File: src/rtl/keypad_entry_ctrl.sv
// Operand-entry controller: decodes buffered 4x4 keypad presses into two
// decimal operands and hands the pair downstream through ops_valid/ops_ready.
module keypad_entry_ctrl #(
  parameter int WIDTH  = 4,
  parameter int DIGITS = 3,
  parameter int OP_W   = 10
) (
  input  logic             clk,
  input  logic             rst,
  input  logic [WIDTH-1:0] pressed_col,
  input  logic [WIDTH-1:0] pressed_row,
  input  logic             pressed_valid,
  output logic             ack_read,
  output logic [OP_W-1:0]  op_a,
  output logic [OP_W-1:0]  op_b,
  output logic             ops_valid,
  input  logic             ops_ready,
  output logic [OP_W-1:0]  cur_value,
  output logic             cur_sel,
  output logic [1:0]       digit_cnt,
  output logic             key_err
);

  typedef enum logic [1:0] {
    S_ENTRY     = 2'd0,
    S_WAIT_DROP = 2'd1,
    S_DONE      = 2'd2
  } state_t;

  localparam logic [1:0]      DIGITS_C = 2'(DIGITS);
  localparam logic [OP_W-1:0] TEN      = OP_W'(10);

  state_t          state_q, state_d;
  logic            ret_done_q, ret_done_d;
  logic            cur_sel_q, cur_sel_d;
  logic [OP_W-1:0] op_a_q, op_a_d;
  logic [OP_W-1:0] op_b_q, op_b_d;
  logic [OP_W-1:0] cur_q, cur_d;
  logic [1:0]      digit_cnt_q, digit_cnt_d;
  logic            ack_q, ack_d;
  logic            key_err_q, key_err_d;

  function automatic logic is_onehot(input logic [WIDTH-1:0] v);
    return (v != '0) && ((v & (v - 1'b1)) == '0);
  endfunction

  function automatic logic [1:0] enc(input logic [WIDTH-1:0] v);
    logic [1:0] idx;
    idx = 2'd0;
    for (int i = 0; i < WIDTH; i++) begin
      if (v[i]) idx = 2'(i);
    end
    return idx;
  endfunction

  logic       key_ok;
  logic [1:0] row_idx, col_idx;
  logic       is_digit, is_star, is_hash;
  logic [3:0] digit_val;

  // Key map: rows 0..2 hold 1..9 in the first three columns, row 3 is * 0 #,
  // column 3 is the letter column A..D which is always discarded.
  always_comb begin
    key_ok    = is_onehot(pressed_row) && is_onehot(pressed_col);
    row_idx   = enc(pressed_row);
    col_idx   = enc(pressed_col);
    is_digit  = 1'b0;
    is_star   = 1'b0;
    is_hash   = 1'b0;
    digit_val = 4'd0;
    if (row_idx != 2'd3 && col_idx != 2'd3) begin
      is_digit  = 1'b1;
      digit_val = {2'b00, row_idx} * 4'd3 + {2'b00, col_idx} + 4'd1;
    end else if (row_idx == 2'd3) begin
      is_digit = (col_idx == 2'd1);
      is_star  = (col_idx == 2'd0);
      is_hash  = (col_idx == 2'd2);
    end
  end

  always_ff @(posedge clk or posedge rst) begin
    if (rst) begin
      state_q     <= S_ENTRY;
      ret_done_q  <= 1'b0;
      cur_sel_q   <= 1'b0;
      op_a_q      <= '0;
      op_b_q      <= '0;
      cur_q       <= '0;
      digit_cnt_q <= 2'd0;
      ack_q       <= 1'b0;
      key_err_q   <= 1'b0;
    end else begin
      state_q     <= state_d;
      ret_done_q  <= ret_done_d;
      cur_sel_q   <= cur_sel_d;
      op_a_q      <= op_a_d;
      op_b_q      <= op_b_d;
      cur_q       <= cur_d;
      digit_cnt_q <= digit_cnt_d;
      ack_q       <= ack_d;
      key_err_q   <= key_err_d;
    end
  end

  always_comb begin
    state_d     = state_q;
    ret_done_d  = ret_done_q;
    cur_sel_d   = cur_sel_q;
    op_a_d      = op_a_q;
    op_b_d      = op_b_q;
    cur_d       = cur_q;
    digit_cnt_d = digit_cnt_q;
    ack_d       = 1'b0;
    key_err_d   = 1'b0;
    case (state_q)
      S_ENTRY: begin
        if (pressed_valid) begin
          ack_d      = 1'b1;
          ret_done_d = 1'b0;
          state_d    = S_WAIT_DROP;
          if (!key_ok) begin
            key_err_d = 1'b1;
          end else if (is_digit) begin
            if (digit_cnt_q < DIGITS_C) begin
              cur_d       = cur_q * TEN + {{(OP_W-4){1'b0}}, digit_val};
              digit_cnt_d = digit_cnt_q + 2'd1;
            end
          end else if (is_star) begin
            cur_d       = '0;
            digit_cnt_d = 2'd0;
          end else if (is_hash && digit_cnt_q != 2'd0) begin
            cur_d       = '0;
            digit_cnt_d = 2'd0;
            if (!cur_sel_q) begin
              op_a_d    = cur_q;
              cur_sel_d = 1'b1;
            end else begin
              op_b_d     = cur_q;
              ret_done_d = 1'b1;
            end
          end
        end
      end
      // Stay here until the upstream buffer has dropped the key just acked,
      // so a stale pressed_valid is never taken as a second key.
      S_WAIT_DROP: begin
        if (!pressed_valid) state_d = ret_done_q ? S_DONE : S_ENTRY;
      end
      S_DONE: begin
        if (ops_ready) begin
          op_a_d      = '0;
          op_b_d      = '0;
          cur_d       = '0;
          digit_cnt_d = 2'd0;
          cur_sel_d   = 1'b0;
          state_d     = S_ENTRY;
        end
      end
      default: state_d = S_ENTRY;
    endcase
  end

  assign ack_read  = ack_q;
  assign key_err   = key_err_q;
  assign op_a      = op_a_q;
  assign op_b      = op_b_q;
  assign ops_valid = (state_q == S_DONE);
  assign cur_value = (state_q == S_DONE) ? op_b_q : cur_q;
  assign cur_sel   = cur_sel_q;
  assign digit_cnt = digit_cnt_q;

endmodule

File: config.mk
export PLATFORM = sky130hd
export DESIGN_NAME = keypad_entry_ctrl
export DESIGN_NICKNAME = d
export VERILOG_FILES = /design/src/rtl/keypad_entry_ctrl.sv
export SDC_FILE = /design/constraint.sdc
export NUM_CORES = 1
export LEC_CHECK = 0
export ABC_CLOCK_PERIOD_IN_PS = 2740
export CAP_MARGIN = 40
export CORE_AREA = 2 2 103 105
export CTS_CLUSTER_DIAMETER = 120
export DETAILED_ROUTE_END_ITERATION = 16
export DIE_AREA = 0 0 105 107
export PLACE_DENSITY = 0.51
export SETUP_SLACK_MARGIN = 0.1
export SYNTH_ARGS = -nofsm -noshare
export SYNTH_HDL_FRONTEND = slang
export SYNTH_SLANG_ARGS = --single-unit
File: constraint.sdc
create_clock -name clk -period 2.74 [get_ports clk]
set_input_delay 0.411 -clock clk [delete_from_list [all_inputs] [get_ports clk]]
set_output_delay 0.411 -clock clk [all_outputs]
set_load 0.01 [all_outputs]
Yosys cells after proc, flatten, opt, wreduce, memory -nomap -nowiden
Cells that the tools add are included.

word-level totals
  register bits after elaboration = 38
  logic and storage cells = 122
  output and inout port bits = 36

operators by class
  mux-type cells = 65
  bitwise logic cells = 2
  reductions and logical operators = 19
  $lt $le $gt $ge = 1
  multipliers = 2
  add/sub/neg operators = 6
  equality and inequality tests = 18

operators by type and width
  operator                                              count
  2-to-1 mux 10 bit                                     20
  case mux 10 bit (2 select lines)                      3
  2-to-1 mux 2 bit                                      14
  2-to-1 mux 1 bit                                      24
  != test 2 bit (second input constant)                 10
  AND reduction 8 bit                                   2
  adder 10 x 4 -> 10 bit                                1
  multiplier 10 x 3 -> 9 bit (second input constant)    1
  AND 4 bit                                             2
  logical NOT 4 bit                                     2
  nonzero test 4 bit                                    2
  subtractor 4 x 1 -> 4 bit (second input constant)     2
  AND reduction 7 bit                                   1
  equality test 2 bit (second input constant)           3
  case mux 2 bit (3 select lines)                       1
  AND reduction 6 bit                                   1
  logical AND 1 bit                                     5
  adder 4 x 1 -> 4 bit (second input constant)          1
  adder 4 x 2 -> 4 bit                                  1
  equality test 2 x 1 -> 1 bit (second input constant)  2
  logical NOT 2 bit                                     2
  multiplier 2 x 2 -> 4 bit (second input constant)     1
  2-to-1 mux 4 bit                                      1
  != test 4 bit (second input constant)                 1
  9 further kinds                                       10

Longest topological paths before layout
Gate-level depths: netlist (run 1).

  depth after elaboration = 13
  mapped depth = 15
  depth with buffers taken out = 15

Worst setup path before layout (run 1)
Ideal clock, no wire load.

  kind = input to register
  from = input port pressed_col[3]
  to = register cur_q[9]
  stages on the path = 14
  library setup time = 128 ps
  required time = 2612 ps
  data arrival time = 3536 ps
  path slack = -924 ps
  cell sequence = buf_6 > or2_4 > ha_1 > fa_1 > and2_1 > ha_1 > inv_1 > fa_1 > nor2b_1 > o21ai_0 > or3b_2 > nor4bb_1 > xnor2_1 > o22ai_1

between the ends
  word-level cells in the longest chain between the ends = 10
  elaborated cells on any way between the ends = 33
  those cells by class = 4 x add/sub; 6 x eq/ne; 14 x mux; 1 x bitwise; 8 x reduce/logical

RTL lines
  item                                                              line    text
  start: declaration                                                10      input logic [WIDTH-1:0] pressed_col,
  2-to-1 mux 2 bit                                                  51      if (v[i]) idx = 2'(i);
  adder 4 x 2 -> 4 bit / != test 2 bit (equally long branches)      73, 71
  adder 4 x 1 -> 4 bit / logical AND 1 bit (equally long branches)  73, 71
  2-to-1 mux 4 bit                                                  71      if (row_idx != 2'd3 && col_idx != 2'd3) begin
  adder 10 x 4 -> 10 bit                                            125     cur_d = cur_q * TEN + {{(OP_W-4){1'b0}}, digit_val};
  2-to-1 mux 10 bit                                                 124     if (digit_cnt_q < DIGITS_C) begin
  2-to-1 mux 10 bit                                                 123     end else if (is_digit) begin
  2-to-1 mux 10 bit                                                 121     if (!key_ok) begin
  2-to-1 mux 10 bit                                                 117     if (pressed_valid) begin
  case mux 10 bit (2 select lines)                                  115     case (state_q)
  end signal: assignment                                            98      cur_q <= cur_d;
  end: declaration                                                  38      logic [OP_W-1:0] cur_q, cur_d;

Parallel ways exist; a longest one is shown, timed or not. The select of a mux whose other input is x is not followed.
A chain may end at the register's enable or synchronous reset.

Worst setup path after layout (run 1)
  from = input port pressed_col[2]
  to = register cur_q[9]

between the ends
  word-level cells in the longest chain between the ends = 11
  elaborated cells on any way between the ends = 34
  those cells by class = 4 x add/sub; 6 x eq/ne; 15 x mux; 1 x bitwise; 8 x reduce/logical

RTL lines
  item                                                              line
  2-to-1 mux 2 bit (2 in series)                                    51
  adder 4 x 2 -> 4 bit / != test 2 bit (equally long branches)      73, 71
  adder 4 x 1 -> 4 bit / logical AND 1 bit (equally long branches)  73, 71
  2-to-1 mux 4 bit                                                  71
  adder 10 x 4 -> 10 bit                                            125
  2-to-1 mux 10 bit                                                 124
  2-to-1 mux 10 bit                                                 123
  2-to-1 mux 10 bit                                                 121
  2-to-1 mux 10 bit                                                 117
  case mux 10 bit (2 select lines)                                  115

Parallel ways exist; a longest one is shown, timed or not. The select of a mux whose other input is x is not followed.

==> flow_metrics.py, run 1 <==
metrics = {
    "routing": {
        "drc_errors": 0,
        "first_pass_iters": 4,
        "drt_wl_total_microns": 5800,
        "vias": 1941,
        "routed_via_density": 4.23,
        "ant_nets": 0,
        "wl_per_cell_microns": 12.6,
        "drtIter0Drc": 44,
    },
    "final_layout": {
        "fillCellCount": 1058,
        "diodes": 0,
        "drive_gt1_share_pct": 33.4,
        "area_delta_synth_final_pct": 46.0,
        "final_common_cell": "clkdlybuf4s50_1",
        "final_cell_mix": "41 x clkdlybuf4s50_1, 38 x dfrtp_1, 38 x buf_4",
        "finalNetCount": 357,
    },
    "worst_setup_path": {
        "r2r_end": "cur_q[9]$_DFFE_PP0P_",
        "critPathArrivalTime_ps": 3310,
        "r2r_setup_slack_ps": 90,
        "crit_path_start_kind": "input pin",
        "max_stage_delay_ps": 510,
        "slowest_stage": "fa_1",
        "critPathBufInv": 2,
        "cp-end-kind": "register",
        "path_class": "in2reg",
        "cp_top_family": "simple AND/OR/NAND/NOR gates",
        "critPathRequiredTime_ps": 2920,
        "path_cells": "buf_6 -> or2_4 -> ha_4 -> fa_1 -> and2_4 -> ha_4 -> inv_2 -> fa_2 -> nor2b_2 -> o21ai_2 -> or3b_4 -> nor4bb_4 -> xnor2_1 -> o22ai_1",
        "r2r_cells": 9,
        "rr_startpoint": "cur_q[1]$_DFFE_PP0P_",
        "path_max_fanout": 3,
        "crit_top_cell": "ha_4",
    },
    "sta": {
        "finClkSkew_ps": 5.22,
        "slew_headroom_pct": 67.6,
        "tightest_slew_ps": 485,
        "slew_violations": 0,
        "setup_viol": 3,
        "period_share_pct": 115,
        "rsz0062_at_grt": "true",
        "fin_ws_ps": -400,
        "hold_violations": 0,
        "max_freq_mhz": 319,
        "min_period_ps": 3140,
    },
    "grt": {
        "antenna_found_initial": 0,
        "grt_usage_pct": 11.0,
        "grt_pass1_vias": 2041,
        "grt_max_degree": 39,
        "grt_pass1_wl_microns": 9940,
        "grt_overflow": 0,
    },
    "synth": {
        "seq_area_frac_synth_pct": 38.4,
        "syn_inst": 233,
        "syn_area_sq_um": 2470,
        "synth_area_per_cell_sq_um": 10.6,
        "synthTopCellsByArea": "dfrtp_1 38%, ha_1 10%, mux2_4 6.1%, mux2_2 5.0%, a21o_1 4.2%",
        "synth_ff_type": "dfrtp_1",
        "async_reset_ff_share_pct": 100,
        "synth_edf_count": 0,
        "ys_warn_count": 0,
        "post-synth-top-area-cell": "dfrtp_1",
        "yosys.cell_types.count": 47,
        "synth_largest_type_area_fraction_pct": 38.4,
        "syn_nets": 268,
        "postSynthRegisterBits": 38,
    },
    "clocking": {
        "htree_levels": 2,
        "cts_tree": "yes",
        "cts_sinks": 38,
        "cts-root-buf": "clkbuf_8",
        "numCtsBuffers": 5,
        "clockBufferDepth": 2,
        "ctsHoldBuffers": 0,
        "clkLatencyLatePin_ps": 290,
        "clk_pin_slew_ps": 70,
    },
    "placed_design": {
        "pre_cts_slack_ps": -1160,
        "dp.final_hpwl_microns": 4400,
        "gp_congestion": 0.750,
        "portBuffers": 47,
    },
    "power_and_ir_drop": {
        "p_per_area_nw_per_um2": 750,
        "power_mw": 2.71,
        "ir_worst_vdd_mv": 0.263,
        "cellLeakagePower_nw": 1.72,
    },
    "floorplanning": {
        "die_h_microns": 107,
        "start_util_pct": 24.5,
        "row_count": 37,
        "die_w_microns": 105,
        "dieArea_sq_um": 11200,
        "ios": 48,
        "core_sq_um": 10100,
    },
    "flow_run": {
        "max-cap-violations": 0,
    },
    "worst_hold_path": {
        "hold_path_depth": 1,
        "hp-start": "op_a[7]$_DFFE_PP0P_",
        "worstHoldPathType": "reg2reg",
        "hold_end": "op_a[7]$_DFFE_PP0P_",
    },
    "run_status": {
        "status": "finished with violations",
        "failed_checks": "negative setup slack",
    },
}
logic make-up after synthesis:
group | share of synthesized area [%]
XOR/XNOR | 5.31
buffers and inverters | 4.65
multiplexers | 11.5
AND/OR/NAND/NOR | 13.9
flip-flops | 38.4
AO/OA/AOI/OAI | 13.8
adder cells (fa/ha/maj) | 12.5
stage by stage:
| step | setup TNS (ps) | cell area (sq um) | hold slack, ps | utilization, % | std cells |
|---|---|---|---|---|---|
| 6_report | -1010 | 3610 | 508 | 35.8 | 459 |
| 5_1_grt | -1350 | 3610 | 537 | 35.8 | 459 |
| 4_1_cts | -957 | 3550 | 514 | 35.2 | 451 |
| 3_5_place_dp | -9680 | 3360 | 492 | 33.3 | 437 |
| 3_3_place_gp | -9230 | 3360 | 490 | 33.3 | 437 |
| 2_1_floorplan | -1120 | 2540 | 464 | - | 233 |
synthesized netlist by cell type (all sizes together), types with 2 or more instances:
cell type	number
dfrtp	38
mux2	21
ha	20
inv	20
nor2	16
a21o	14
o21ai	13
xnor2	10
nand2	9
and2	8
nand3	8
a21oi	6
buf	5
xor2	5
nor2b	4
nor3	4
or2	4
fa	3
nand2b	3
a211oi	2
a22oi	2
clkbuf	2
o21a	2
o22ai	2
how the worst max path moves through the flow:
stage	startpoint	to	slack, ps	cells past startpoint
CTS	pressed_col[3]	cur_q[9]$_DFFE_PP0P_	-410	14
global placement	pressed_col[1]	cur_q[9]$_DFFE_PP0P_	-1140	16
finish	pressed_col[2]	cur_q[9]$_DFFE_PP0P_	-400	14
floorplan	pressed_col[3]	cur_q[9]$_DFFE_PP0P_	-630	14
detailed placement	pressed_col[1]	cur_q[9]$_DFFE_PP0P_	-1160	16
global route	pressed_col[2]	cur_q[9]$_DFFE_PP0P_	-490	14
registers in the layout, summed over array words and instances (netlist names), 2 cells and up:
name and flops:
state_q 2, digit_cnt 2, op_b 10, cur_q 10
op_a 10
final cells by class:
| type | count | area, sq um | share of cell area [%] |
|---|---|---|---|
| timing repair buffer | 89 | 796 | 22.0 |
| clock buffer | 6 | 82.6 | 2.29 |
| inverter | 20 | 78.8 | 2.18 |
| multi-input combinational | 168 | 1520 | 42.1 |
| clock inverter | 2 | 12.5 | 0.346 |
| tap | 136 | 170 | 4.71 |
| sequential | 38 | 951 | 26.3 |
where the power goes:
part	internal [mW]	leakage [nW]	total [mW]	switching (mW)
registers	0.685	0.478	0.790	0.105
logic	0.848	1.20	1.52	0.667
clock network	0.202	0.0472	0.406	0.204
total	1.74	1.72	2.71	0.976
routing by layer:
layer	vias up	global-route usage (%)	share of wire [%]
li1	984	-	-
met1	922	14.6	48
met2	30	17.9	47
met3	5	2.37	3.4
met4	0	3.43	1.0
met5	-	0	0
timing repair:
action | 4_1_cts | 5_1_grt
setup endpoints to repair | 9 | 10
resized for setup | 28 | 13
pin swaps | 16 | 13
setup buffers | 7 | 8
No activity file was read; power rests on OpenSTA's default activity.
==> run 2, diff against run 1 <==
--- a/config.mk
+++ b/config.mk
@@ -7,11 +7,11 @@
 export LEC_CHECK = 0
 export ABC_CLOCK_PERIOD_IN_PS = 2740
 export CAP_MARGIN = 40
-export CORE_AREA = 2 2 103 105
+export CORE_AREA = 2 2 76 78
 export CTS_CLUSTER_DIAMETER = 120
 export DETAILED_ROUTE_END_ITERATION = 16
-export DIE_AREA = 0 0 105 107
-export PLACE_DENSITY = 0.51
+export DIE_AREA = 0 0 78 80
+export PLACE_DENSITY = 0.81
 export SETUP_SLACK_MARGIN = 0.1
 export SYNTH_ARGS = -nofsm -noshare
 export SYNTH_HDL_FRONTEND = slang
==> run 2 against run 1 <==
Hold slack better by 10 ps. Critical endpoint unchanged. Global-route usage up 7.5 points. Fmax down 1.2%. Total power up 0.34%. Clock-buffer cell count down 1. The flow still finishes with violations (negative setup slack). Non-clock buffer count down 11. Clock skew up 3.7 ps.
==> flow_metrics.py, run 2 (same netlist as run 1, synthesis figures left out) <==
metrics = {
    "routing": {
        "drc_errors": 0,
        "drtIter0Drc": 49,
        "drt_wl_total_microns": 5360,
        "wl_per_cell_microns": 14.0,
        "routed_via_density": 5.06,
        "first_pass_iters": 4,
        "ant_nets": 0,
        "vias": 1943,
    },
    "placed_design": {
        "dpl-instance-area_sq_um": 3250,
        "portBuffers": 47,
        "gp_congestion": 0.816,
        "dp.final_hpwl_microns": 4110,
        "pre_cts_slack_ps": -1250,
    },
    "power_and_ir_drop": {
        "p_per_area_nw_per_um2": 786,
        "switching_share_pct": 35.0,
        "combPwrFrac_pct": 53.4,
        "switchingPower_mw": 0.953,
        "p_int_mw": 1.77,
        "pwr-share-clk_pct": 17.3,
        "ir_worst_vdd_mv": 0.410,
        "cellLeakagePower_nw": 1.67,
        "p_seq_share_pct": 29.3,
    },
    "clocking": {
        "clockBufferDepth": 2,
        "cts-root-buf": "clkbuf_8",
        "cts_tree": "yes",
        "numCtsBuffers": 5,
        "cts_sinks": 38,
        "clk_pin_slew_ps": 70,
        "clkLatencyLatePin_ps": 290,
        "htree_levels": 2,
    },
    "final_layout": {
        "final_common_cell": "clkdlybuf4s50_1",
        "drive_gt1_share_pct": 30.4,
        "utilization_pct": 64.1,
        "area_delta_synth_final_pct": 39.9,
        "diodes": 0,
        "finalNetCount": 346,
        "final_area_sq_um": 3460,
        "final_cell_mix": "41 x clkdlybuf4s50_1, 38 x dfrtp_1, 29 x buf_4",
    },
    "worst_setup_path": {
        "path_max_fanout": 2,
        "path_cells": "buf_8 -> or2_4 -> ha_4 -> fa_1 -> and2_4 -> ha_4 -> inv_2 -> fa_2 -> nor2b_2 -> o21ai_2 -> or3b_4 -> nor4bb_4 -> xnor2_1 -> o22ai_1",
        "slowest_stage": "fa_1",
        "critPathRequiredTime_ps": 2910,
        "critPathArrivalTime_ps": 3350,
        "cp_top_family": "simple AND/OR/NAND/NOR gates",
        "max_stage_delay_ps": 510,
        "crit_path_start_kind": "input pin",
        "path_class": "in2reg",
        "cp-end-kind": "register",
        "critPathBufInv": 2,
        "crit_top_cell": "ha_4",
    },
    "flow_run": {
        "max-cap-violations": 0,
    },
    "floorplanning": {
        "die_h_microns": 80,
        "core_sq_um": 5410,
        "ios": 48,
        "row_count": 27,
        "start_util_pct": 45.8,
        "dieArea_sq_um": 6240,
        "die_w_microns": 78,
    },
    "grt": {
        "grt_max_degree": 39,
        "grt_pass1_wl_microns": 9150,
        "antenna_found_initial": 0,
        "grt_usage_pct": 18.5,
        "grt_pass1_vias": 2009,
        "grt_overflow": 0,
    },
    "run_status": {
        "failed_checks": "negative setup slack",
        "status": "finished with violations",
    },
    "sta": {
        "fin_ws_ps": -439,
        "setup_viol": 4,
        "slew_headroom_pct": 68.8,
        "period_share_pct": 116,
        "max_freq_mhz": 315,
        "slew_violations": 0,
        "finClkSkew_ps": 8.92,
        "tightest_slew_ps": 468,
        "hold_violations": 0,
        "rsz0062_at_grt": "true",
        "min_period_ps": 3180,
    },
    "worst_hold_path": {
        "worstHoldPathType": "reg2reg",
    },
}
==> run 2: cell count changes in the layout (fill, tap and decap cells not counted), moves of 2 or more <==
cell	change
o21ai_1	-2
o21ai_0	+2
buf_6	-2
nor2_4	+2
nor2_2	-3
buf_4	-9
==> run 2: final cells by class <==
type	instances	area, sq um
clock buffer	5	68.8
clock inverter	3	45.0
fill	410	1940
inverter	20	78.8
multi-input combinational	168	1520
sequential	38	951
tap	72	90.1
timing repair buffer	78	706
==> run 2: worst paths after layout <==
path	end	cells past startpoint	from	slack (ps)
worst max-delay path	cur_q[9]$_DFFE_PP0P_	14	pressed_col[3]	-440
worst min-delay path	ret_done_q$_DFFE_PP0P_	1	ret_done_q$_DFFE_PP0P_	520
worst max register to register	cur_q[9]$_DFFE_PP0P_	9	cur_q[1]$_DFFE_PP0P_	60
worst min register to register	ret_done_q$_DFFE_PP0P_	1	ret_done_q$_DFFE_PP0P_	520
max in group asynchronous	op_a[9]$_DFFE_PP0P_	3	rst	1870
min in group asynchronous	op_a[5]$_DFFE_PP0P_	3	rst	540
==> run 2: power by group through the flow <==
stage / sequential [mW] / clock, mW / combinational, mW
6_report: 0.797 / 0.471 / 1.45
5_1_grt: 0.817 / 0.503 / 1.61
3_5_place_dp: 0.803 / 0 / 1.40
3_3_place_gp: 0.797 / 0 / 1.35
2_1_floorplan: 0.812 / 0 / 0.861
4_1_cts: 0.798 / 0.482 / 1.46
==> run 2: what timing repair did <==
action | in CTS | in global routing
gates resized for setup | 31 | 8
hold buffers | 0 | 0
setup buffers | 3 | 5
pin swaps | 15 | 9
endpoints found under the setup margin | 9 | 10
==> run 2: metal layers <==
layer,up-vias,routed length (microns),GRT usage (%)
met5,-,0,0
met4,0,58,7.19
met3,8,181,3.39
met2,46,2720,33.2
met1,932,2400,21.9
li1,957,-,-
==> run 2: through the flow <==
stage | instances | hold slack (ps) | total power, mW | TNS (ps)
after floorplan | 233 | 464 | 1.67 | -1120
after global placement | 369 | 488 | 2.15 | -8720
after detailed placement | 369 | 496 | 2.20 | -9560
after CTS | 380 | 513 | 2.74 | -1060
after global routing | 384 | 527 | 2.93 | -1650
final | 384 | 518 | 2.72 | -866
==> run 3, diff against run 2 <==
--- a/config.mk
+++ b/config.mk
@@ -7,10 +7,10 @@
 export LEC_CHECK = 0
 export ABC_CLOCK_PERIOD_IN_PS = 2740
 export CAP_MARGIN = 40
-export CORE_AREA = 2 2 76 78
+export CORE_AREA = 2 2 97 62
 export CTS_CLUSTER_DIAMETER = 120
 export DETAILED_ROUTE_END_ITERATION = 16
-export DIE_AREA = 0 0 78 80
+export DIE_AREA = 0 0 99 64
 export PLACE_DENSITY = 0.81
 export SETUP_SLACK_MARGIN = 0.1
 export SYNTH_ARGS = -nofsm -noshare
==> run 3 against run 2 <==
The run still ends with negative setup slack left. Final area increased by 3.4%. Hold slack got worse by 7.1 ps. Sequential cell count unchanged. Clock skew decreased by 2.9 ps. First-iteration DRC count increased to 2.8 times the previous value. Critical path depth increased by 1. Critical path type unchanged. Largest power group unchanged.
==> flow_metrics.py, run 3 (same netlist as run 1, synthesis figures left out) <==
metrics = {
    "clocking": {
        "cts_sinks": 38,
        "numCtsBuffers": 5,
        "clkLatencyLatePin_ps": 300,
        "clk_pin_slew_ps": 80,
        "cts_tree": "yes",
        "clockBufferDepth": 2,
        "cts-root-buf": "clkbuf_8",
        "htree_levels": 2,
    },
    "final_layout": {
        "fillCellCount": 372,
        "final_common_cell": "clkdlybuf4s50_1",
        "finalNetCount": 350,
        "final_cell_mix": "41 x clkdlybuf4s50_1, 38 x dfrtp_1, 31 x buf_4",
        "utilization_pct": 66.5,
        "diodes": 0,
        "finalNonFillerCells": 385,
        "multi_input_area_sq_um": 1570,
        "ff_latch_area_sq_um": 951,
        "area_delta_synth_final_pct": 44.7,
        "final_area_sq_um": 3580,
        "drive_gt1_share_pct": 33.5,
    },
    "routing": {
        "ant_nets": 0,
        "drt_wl_total_microns": 6650,
        "drc_errors": 0,
        "wl_per_cell_microns": 17.3,
        "vias": 2089,
        "first_pass_iters": 5,
        "drtIter0Drc": 139,
        "routed_via_density": 5.43,
    },
    "power_and_ir_drop": {
        "power_mw": 2.98,
        "ir_worst_vdd_mv": 0.374,
        "p_per_area_nw_per_um2": 831,
        "cellLeakagePower_nw": 1.72,
    },
    "worst_hold_path": {
        "worstHoldPathType": "reg2reg",
    },
    "worst_setup_path": {
        "path_class": "in2reg",
        "crit_path_start_kind": "input pin",
        "crit_top_cell": "ha_4",
        "path_max_fanout": 4,
        "max_stage_delay_ps": 530,
        "slowest_stage": "fa_1",
        "critPathRequiredTime_ps": 2930,
        "critPathArrivalTime_ps": 3330,
        "cp-end-kind": "register",
        "path_cells": "buf_4 -> inv_1 -> a21o_1 -> ha_4 -> fa_1 -> and2_4 -> ha_4 -> inv_2 -> fa_2 -> nor2b_2 -> o21ai_2 -> or3b_4 -> nor4bb_4 -> xnor2_1 -> o22ai_1",
    },
    "sta": {
        "setup_tns_ps": -665,
        "fin_ws_ps": -402,
        "slew_violations": 0,
        "max_freq_mhz": 318,
        "finClkSkew_ps": 6.07,
        "tightest_slew_ps": 485,
        "rsz0062_at_grt": "true",
        "slew_headroom_pct": 67.7,
        "period_share_pct": 115,
        "hold_violations": 0,
        "setup_viol": 3,
        "min_period_ps": 3140,
    },
    "floorplanning": {
        "die_h_microns": 64,
        "row_count": 21,
        "start_util_pct": 45.9,
        "core_sq_um": 5390,
        "die_w_microns": 99,
        "dieArea_sq_um": 6340,
        "ios": 48,
    },
    "placed_design": {
        "placed_cells": 367,
        "dpl-instance-area_sq_um": 3270,
        "gp_congestion": 0.851,
        "portBuffers": 47,
        "dp.final_hpwl_microns": 4520,
    },
    "grt": {
        "grt_pass1_vias": 2110,
        "grt_usage_pct": 21.4,
        "antenna_found_initial": 0,
        "grt_max_degree": 39,
        "grt_pass1_wl_microns": 10700,
        "grt_overflow": 0,
    },
    "run_status": {
        "status": "finished with violations",
        "failed_checks": "negative setup slack",
    },
    "flow_run": {
        "max-cap-violations": 0,
    },
}
==> run 3: layer usage <==
metal,part of all wire [%],GRT usage [%],vias to the layer above,wire length (microns)
li1,-,-,965,-
met1,47,30.7,1010,3130
met2,43,33.1,91,2840
met3,7.1,4.27,23,471
met4,3.0,5.82,0,202
met5,0,0,-,0
==> run 3: path summary, 6_finish.rpt <==
kind                                        startpoint                     end  slack [ps]  depth (start not counted)
max in group asynchronous                          rst     cur_sel$_DFFE_PP0P_        1880                          3
min in group asynchronous                          rst     op_a[8]$_DFFE_PP0P_         520                          3
worst max register to register    cur_q[3]$_DFFE_PP0P_    cur_q[9]$_DFFE_PP0P_         -80                          9
worst min-delay path            ret_done_q$_DFFE_PP0P_  ret_done_q$_DFFE_PP0P_         510                          1
worst max-delay path                    pressed_row[2]    cur_q[9]$_DFFE_PP0P_        -400                         15
worst min register to register  ret_done_q$_DFFE_PP0P_  ret_done_q$_DFFE_PP0P_         510                          1
==> run 3: power by group <==
part           total [mW]  switching [mW]  internal [mW]
registers           0.798           0.113          0.685
logic                1.59           0.725          0.865
clock network       0.588           0.223          0.365
==> run 3: stage by stage <==
step	hold slack [ps]	setup slack, ps
floorplan	464	-633
global placement	484	-1070
detailed placement	499	-1170
CTS	517	-388
global route	528	-490
finish	511	-402
==> run 3: worst max-delay path: cells and delay by family <==
kind | cells | cell delay (ps)
adders and majority gates | 4 | 1200
and+or+nand+nor | 4 | 990
AOI/OAI and AO/OA | 3 | 370
buffers and inverters | 3 | 200
xor gates and xnor gates | 1 | 160
==> run 3: what timing repair did <==
item,in CTS,in global routing
gates resized for setup,40,14
buffers inserted,7,10
pin swaps,23,17
setup endpoints to repair,22,10
hold buffers,0,0
==> run 3: area by class of cell <==
cell class | instances | share of cell area [%]
multi-input combinational | 168 | 43.8
sequential | 38 | 26.6
timing repair buffer | 82 | 21.2
tap | 69 | 2.41
inverter | 20 | 2.20
clock buffer | 5 | 1.92
clock inverter | 3 | 1.92
==> RTL change 1 (flow settings as in run 3) <==
Change the parameter `OP_W` from 10 to 9.
--- a/src/rtl/keypad_entry_ctrl.sv
+++ b/src/rtl/keypad_entry_ctrl.sv
@@ -5,3 +5,3 @@
   parameter int DIGITS = 3,
-  parameter int OP_W   = 10
+  parameter int OP_W   = 9
 ) (
Interface: changed (resized cur_value, op_a and op_b); port bits go from 48 to 45. The function was not compared with the original's and may differ.
==> RTL change 1 against run 3 <==
The flow still finishes with violations (setup timing). Power down 27%. Hold slack better by 0.0056 ns. Routed wire length up 19%. Largest power group unchanged. Via count up 20%. Final area up 3.7%. Clock skew up 0.0052 ns. Worst setup slack better by 0.12 ns. Area after synthesis up 3.1%. Sequential cell count down 3. Critical path depth up 2. Synthesized cell count up 14%. Highest routed layer unchanged.
==> RTL change 1: results (changes against run 3) <==
| Metric | Value |
|---|---|
| Status | `finished, violations left (unchanged)` |
| Violated checks | `setup timing (unchanged)` |
| R2R setup slack | `-0.17 ns (was -0.08 ns)` |
| Clock transition at path regs | `0.09 ns` |
| Yosys cell types | `49 (was 47)` |
| Top post-synthesis cells by count | `39 x nand2_1, 35 x dfrtp_1, 28 x inv_1, 18 x ha_1, 11 x nor2_1 (was 38 x dfrtp_1, 20 x ha_1, 20 x inv_1, 15 x nor2_1, 14 x a21o_1)` |
| Area grow syn2layout | `45.44% (was 44.69%)` |
| Cell leakage power | `1.824 nW (was 1.717 nW)` |
| Worst VDD drop | `323.6 uV (was 374.4 uV)` |
| Worst path slowest cell | `fa_2 (was fa_1)` |
| Crit path DAT | `3.20 ns (was 3.33 ns)` |
| Fraction of layout cells with a size suffix above 1 | `31.40% (was 33.54%)` |
| Non-clk bufs | `101 (was 82)` |
| Final GP Congestion | `0.8944 (was 0.8513)` |
| Slowest cell delay on critical path | `0.43 ns (was 0.53 ns)` |
| Met3 Track Usage GR | `4.814% (was 4.267%)` |
| Grt met2 use | `39.36% (was 33.11%)` |
| Total number of vias | `2501 (was 2089)` |
| Metal-1 WL | `3483 um (was 3132 um)` |
| Met2 routed WL | `3734 um (was 2840 um)` |
| Layout non-clock buf frac | `23.80% (was 21.17%)` |
| Top cells by area, synth | `dfrtp_1 34%, ha_1 8.8%, nand2_1 5.7% (was dfrtp_1 38%, ha_1 10%, mux2_4 6.1%)` |
| Post-synthesis xor/xnor area fraction | `4.853% (was 5.308%)` |
| # placed instances | `404 (was 367)` |
| R2R Path End | `cur_q[8]$_DFFE_PP0P_ (was cur_q[9]$_DFFE_PP0P_)` |
| Setup TNS | `-1.486 ns (was -0.6647 ns)` |
| Post-DP HPWL | `5116 um (was 4520 um)` |
| DR iter-0 viols | `200 (was 139)` |
| Filler Cells Inserted | `367 (was 372)` |
| Worst-Margin Slew | `0.5196 ns (was 0.4848 ns)` |
| Final clock-cell share | `3.033% (was 3.843%)` |
| Worst slack at placement | `-0.9031 ns (was -1.172 ns)` |
| GR Layer Usage met1 | `36.67% (was 30.67%)` |
| Worst R2R Start | `cur_q[2]$_DFFE_PP0P_ (was cur_q[3]$_DFFE_PP0P_)` |
| First-pass GRT wire length | `12630 um (was 10700 um)` |
| Fraction of area in multi-input gates | `44.22% (was 43.82%)` |
| Post-Syn Instances | `265 (was 233)` |
| Setup-failing EPs final | `6 (was 3)` |
| Clock skew | `0.01124 ns (was 0.006066 ns)` |
| NetSw | `0.7766 mW (was 1.061 mW)` |
| Compound-Gate Fraction of Synth Area | `15.78% (was 13.75%)` |
| Final std cells w/o fill | `432 (was 385)` |
| Sequential cell area fraction in the yosys report | `34.31% (was 38.42%)` |
| Mapped Nets | `299 (was 268)` |
| Mux contribution to synthesized area | `6.814% (was 11.48%)` |
| PortBufs | `44 (was 47)` |
| Share of the synthesized area in the top cell type | `34.31% (was 38.42%)` |
| Final WS setup | `-0.2780 ns (was -0.4019 ns)` |
| Vias in the first global route | `2440 (was 2110)` |
[RTL change 1: cell count changes after synthesis, moves of 7 or more]
| cell | run 3 | this run |
|---|---|---|
| nand2_1 | 7 | 39 |
| a211oi_1 | 2 | 9 |
| inv_1 | 20 | 28 |
| mux2_1 | 0 | 10 |
| a21o_1 | 14 | 7 |
| mux2_2 | 11 | 1 |
| mux2_4 | 10 | 0 |
| a221o_1 | 0 | 9 |
| o21ai_0 | 13 | 5 |
[RTL change 1: power groups by stage]
stage / registers (mW) / clock network [mW] / logic, mW
after global placement: 0.686 / 0 / 0.820
after floorplan: 0.701 / 0 / 0.472
after detailed placement: 0.690 / 0 / 0.850
final: 0.686 / 0.478 / 1.01
after CTS: 0.681 / 0.469 / 0.915
after global routing: 0.697 / 0.505 / 1.08
[RTL change 1: repair_timing]
action | in CTS | in global routing
setup endpoints to repair | 16 | 29
buffers inserted | 19 | 1
resized for setup | 39 | 25
pin swaps | 17 | 8
==> RTL change 2 (config.mk and constraints of run 3) <==
Made on the original files. Put one more register stage on the output `digit_cnt`, cleared by the reset. The value now appears one clock later. The other outputs are not delayed to match.
--- a/src/rtl/keypad_entry_ctrl.sv
+++ b/src/rtl/keypad_entry_ctrl.sv
@@ -169,3 +169,9 @@
   assign cur_sel   = cur_sel_q;
-  assign digit_cnt = digit_cnt_q;
+  always_ff @(posedge clk or posedge rst) begin
+    if (rst) begin
+      digit_cnt <= '0;
+    end else begin
+      digit_cnt <= digit_cnt_q;
+    end
+  end
 
Check against the original RTL: not equivalent (a bounded check fails within 4 cycles, from zero or initial values and one cycle with rst high).
==> RTL change 2 against run 3 <==
The flow still finishes with violations (setup timing). Worst setup slack better by 0.060 ns. Via count is 7.3% lower. Sequential cell count increased by 2. Power is 2.8% lower. Hold slack worse by 0.086 ns. First-iteration DRC count decreased by 32%. Largest cell class unchanged. Area after synthesis decreased by 1.7%. Largest power group unchanged. Sequential share of layout area up 2.4 points. Clock skew is essentially flat. Count of clock-buffer cells in the layout stayed put. Final cell count is 2.1% lower. Sequential power grew 5.3%. Routed wire length is 13% lower. Final area down 3.5%.
==> RTL change 2: results (changes against run 3) <==
| Metric | Value |
|---|---|
| Violated checks | `setup timing (unchanged)` |
| Grt met2 use | `32.52% (was 33.11%)` |
| Clock sink total | `40 (was 38)` |
| Status | `finished, violations left (unchanged)` |
| Setup-failing EPs final | `5 (was 3)` |
| Vias in the first global route | `2092 (was 2110)` |
| Hold path cells | `0 (was 1)` |
| Worst-Margin Slew | `0.6595 ns (was 0.4848 ns)` |
| Worst slack at placement | `-1.149 ns (was -1.172 ns)` |
| Filler Cells Inserted | `443 (was 372)` |
| Logic inverters | `21 (was 20)` |
| Critical Path Source | `pressed_col[2] (was pressed_row[2])` |
| Top post-synthesis cells by count | `40 x dfrtp_1, 21 x inv_1, 20 x ha_1, 20 x mux2_2, 16 x nor2_1 (was 38 x dfrtp_1, 20 x ha_1, 20 x inv_1, 15 x nor2_1, 14 x a21o_1)` |
| Post-synthesis xor/xnor area fraction | `5.041% (was 5.308%)` |
| Final WS setup | `-0.3421 ns (was -0.4019 ns)` |
| Cell leakage power | `1.634 nW (was 1.717 nW)` |
| Largest net degree at the start of global routing | `41 (was 39)` |
| Met3 Track Usage GR | `5.252% (was 4.267%)` |
| Resized Gates After CTS | `34 (was 40)` |
| GR Layer Usage met1 | `27.32% (was 30.67%)` |
| Power per cell area | `836.8 mW/mm^2 (was 831.2 mW/mm^2)` |
| Mapped Nets | `265 (was 268)` |
| Layout non-clock buf frac | `20.63% (was 21.17%)` |
| Post-synthesis adder-cell area fraction | `12.76% (was 12.54%)` |
| Mux contribution to synthesized area | `10.13% (was 11.48%)` |
| Post-layout nets | `343 (was 350)` |
| Pint | `1.876 mW (was 1.915 mW)` |
| Sequential cell area fraction in the yosys report | `41.15% (was 38.42%)` |
| Cell Area, Placed | `0.003241 sq mm (was 0.003271 sq mm)` |
| Buffer count from post-CTS setup fixing | `5 (was 7)` |
| R2R setup slack | `-0.02 ns (was -0.08 ns)` |
| Final GP Congestion | `0.7948 (was 0.8513)` |
| GRT Resource Usage Total | `20.17% (was 21.38%)` |
## RTL change 2: worst min-delay path by stage
stage	slack (ns)	from	to
2_1_floorplan	0.38	digit_cnt_q[1]$_DFFE_PP0P_	digit_cnt[1]$_DFF_PP0_
3_3_place_gp	0.39	digit_cnt_q[1]$_DFFE_PP0P_	digit_cnt[1]$_DFF_PP0_
3_5_place_dp	0.41	digit_cnt_q[1]$_DFFE_PP0P_	digit_cnt[1]$_DFF_PP0_
4_1_cts	0.43	digit_cnt_q[1]$_DFFE_PP0P_	digit_cnt[1]$_DFF_PP0_
5_1_grt	0.45	digit_cnt_q[1]$_DFFE_PP0P_	digit_cnt[1]$_DFF_PP0_
6_report	0.43	digit_cnt_q[1]$_DFFE_PP0P_	digit_cnt[1]$_DFF_PP0_
## RTL change 2: metal layers
layer | vias to the layer above | wire length [um]
li1 | 950 | -
met1 | 936 | 2755
met2 | 48 | 2672
met3 | 2 | 350
met4 | 0 | 22
met5 | - | 0
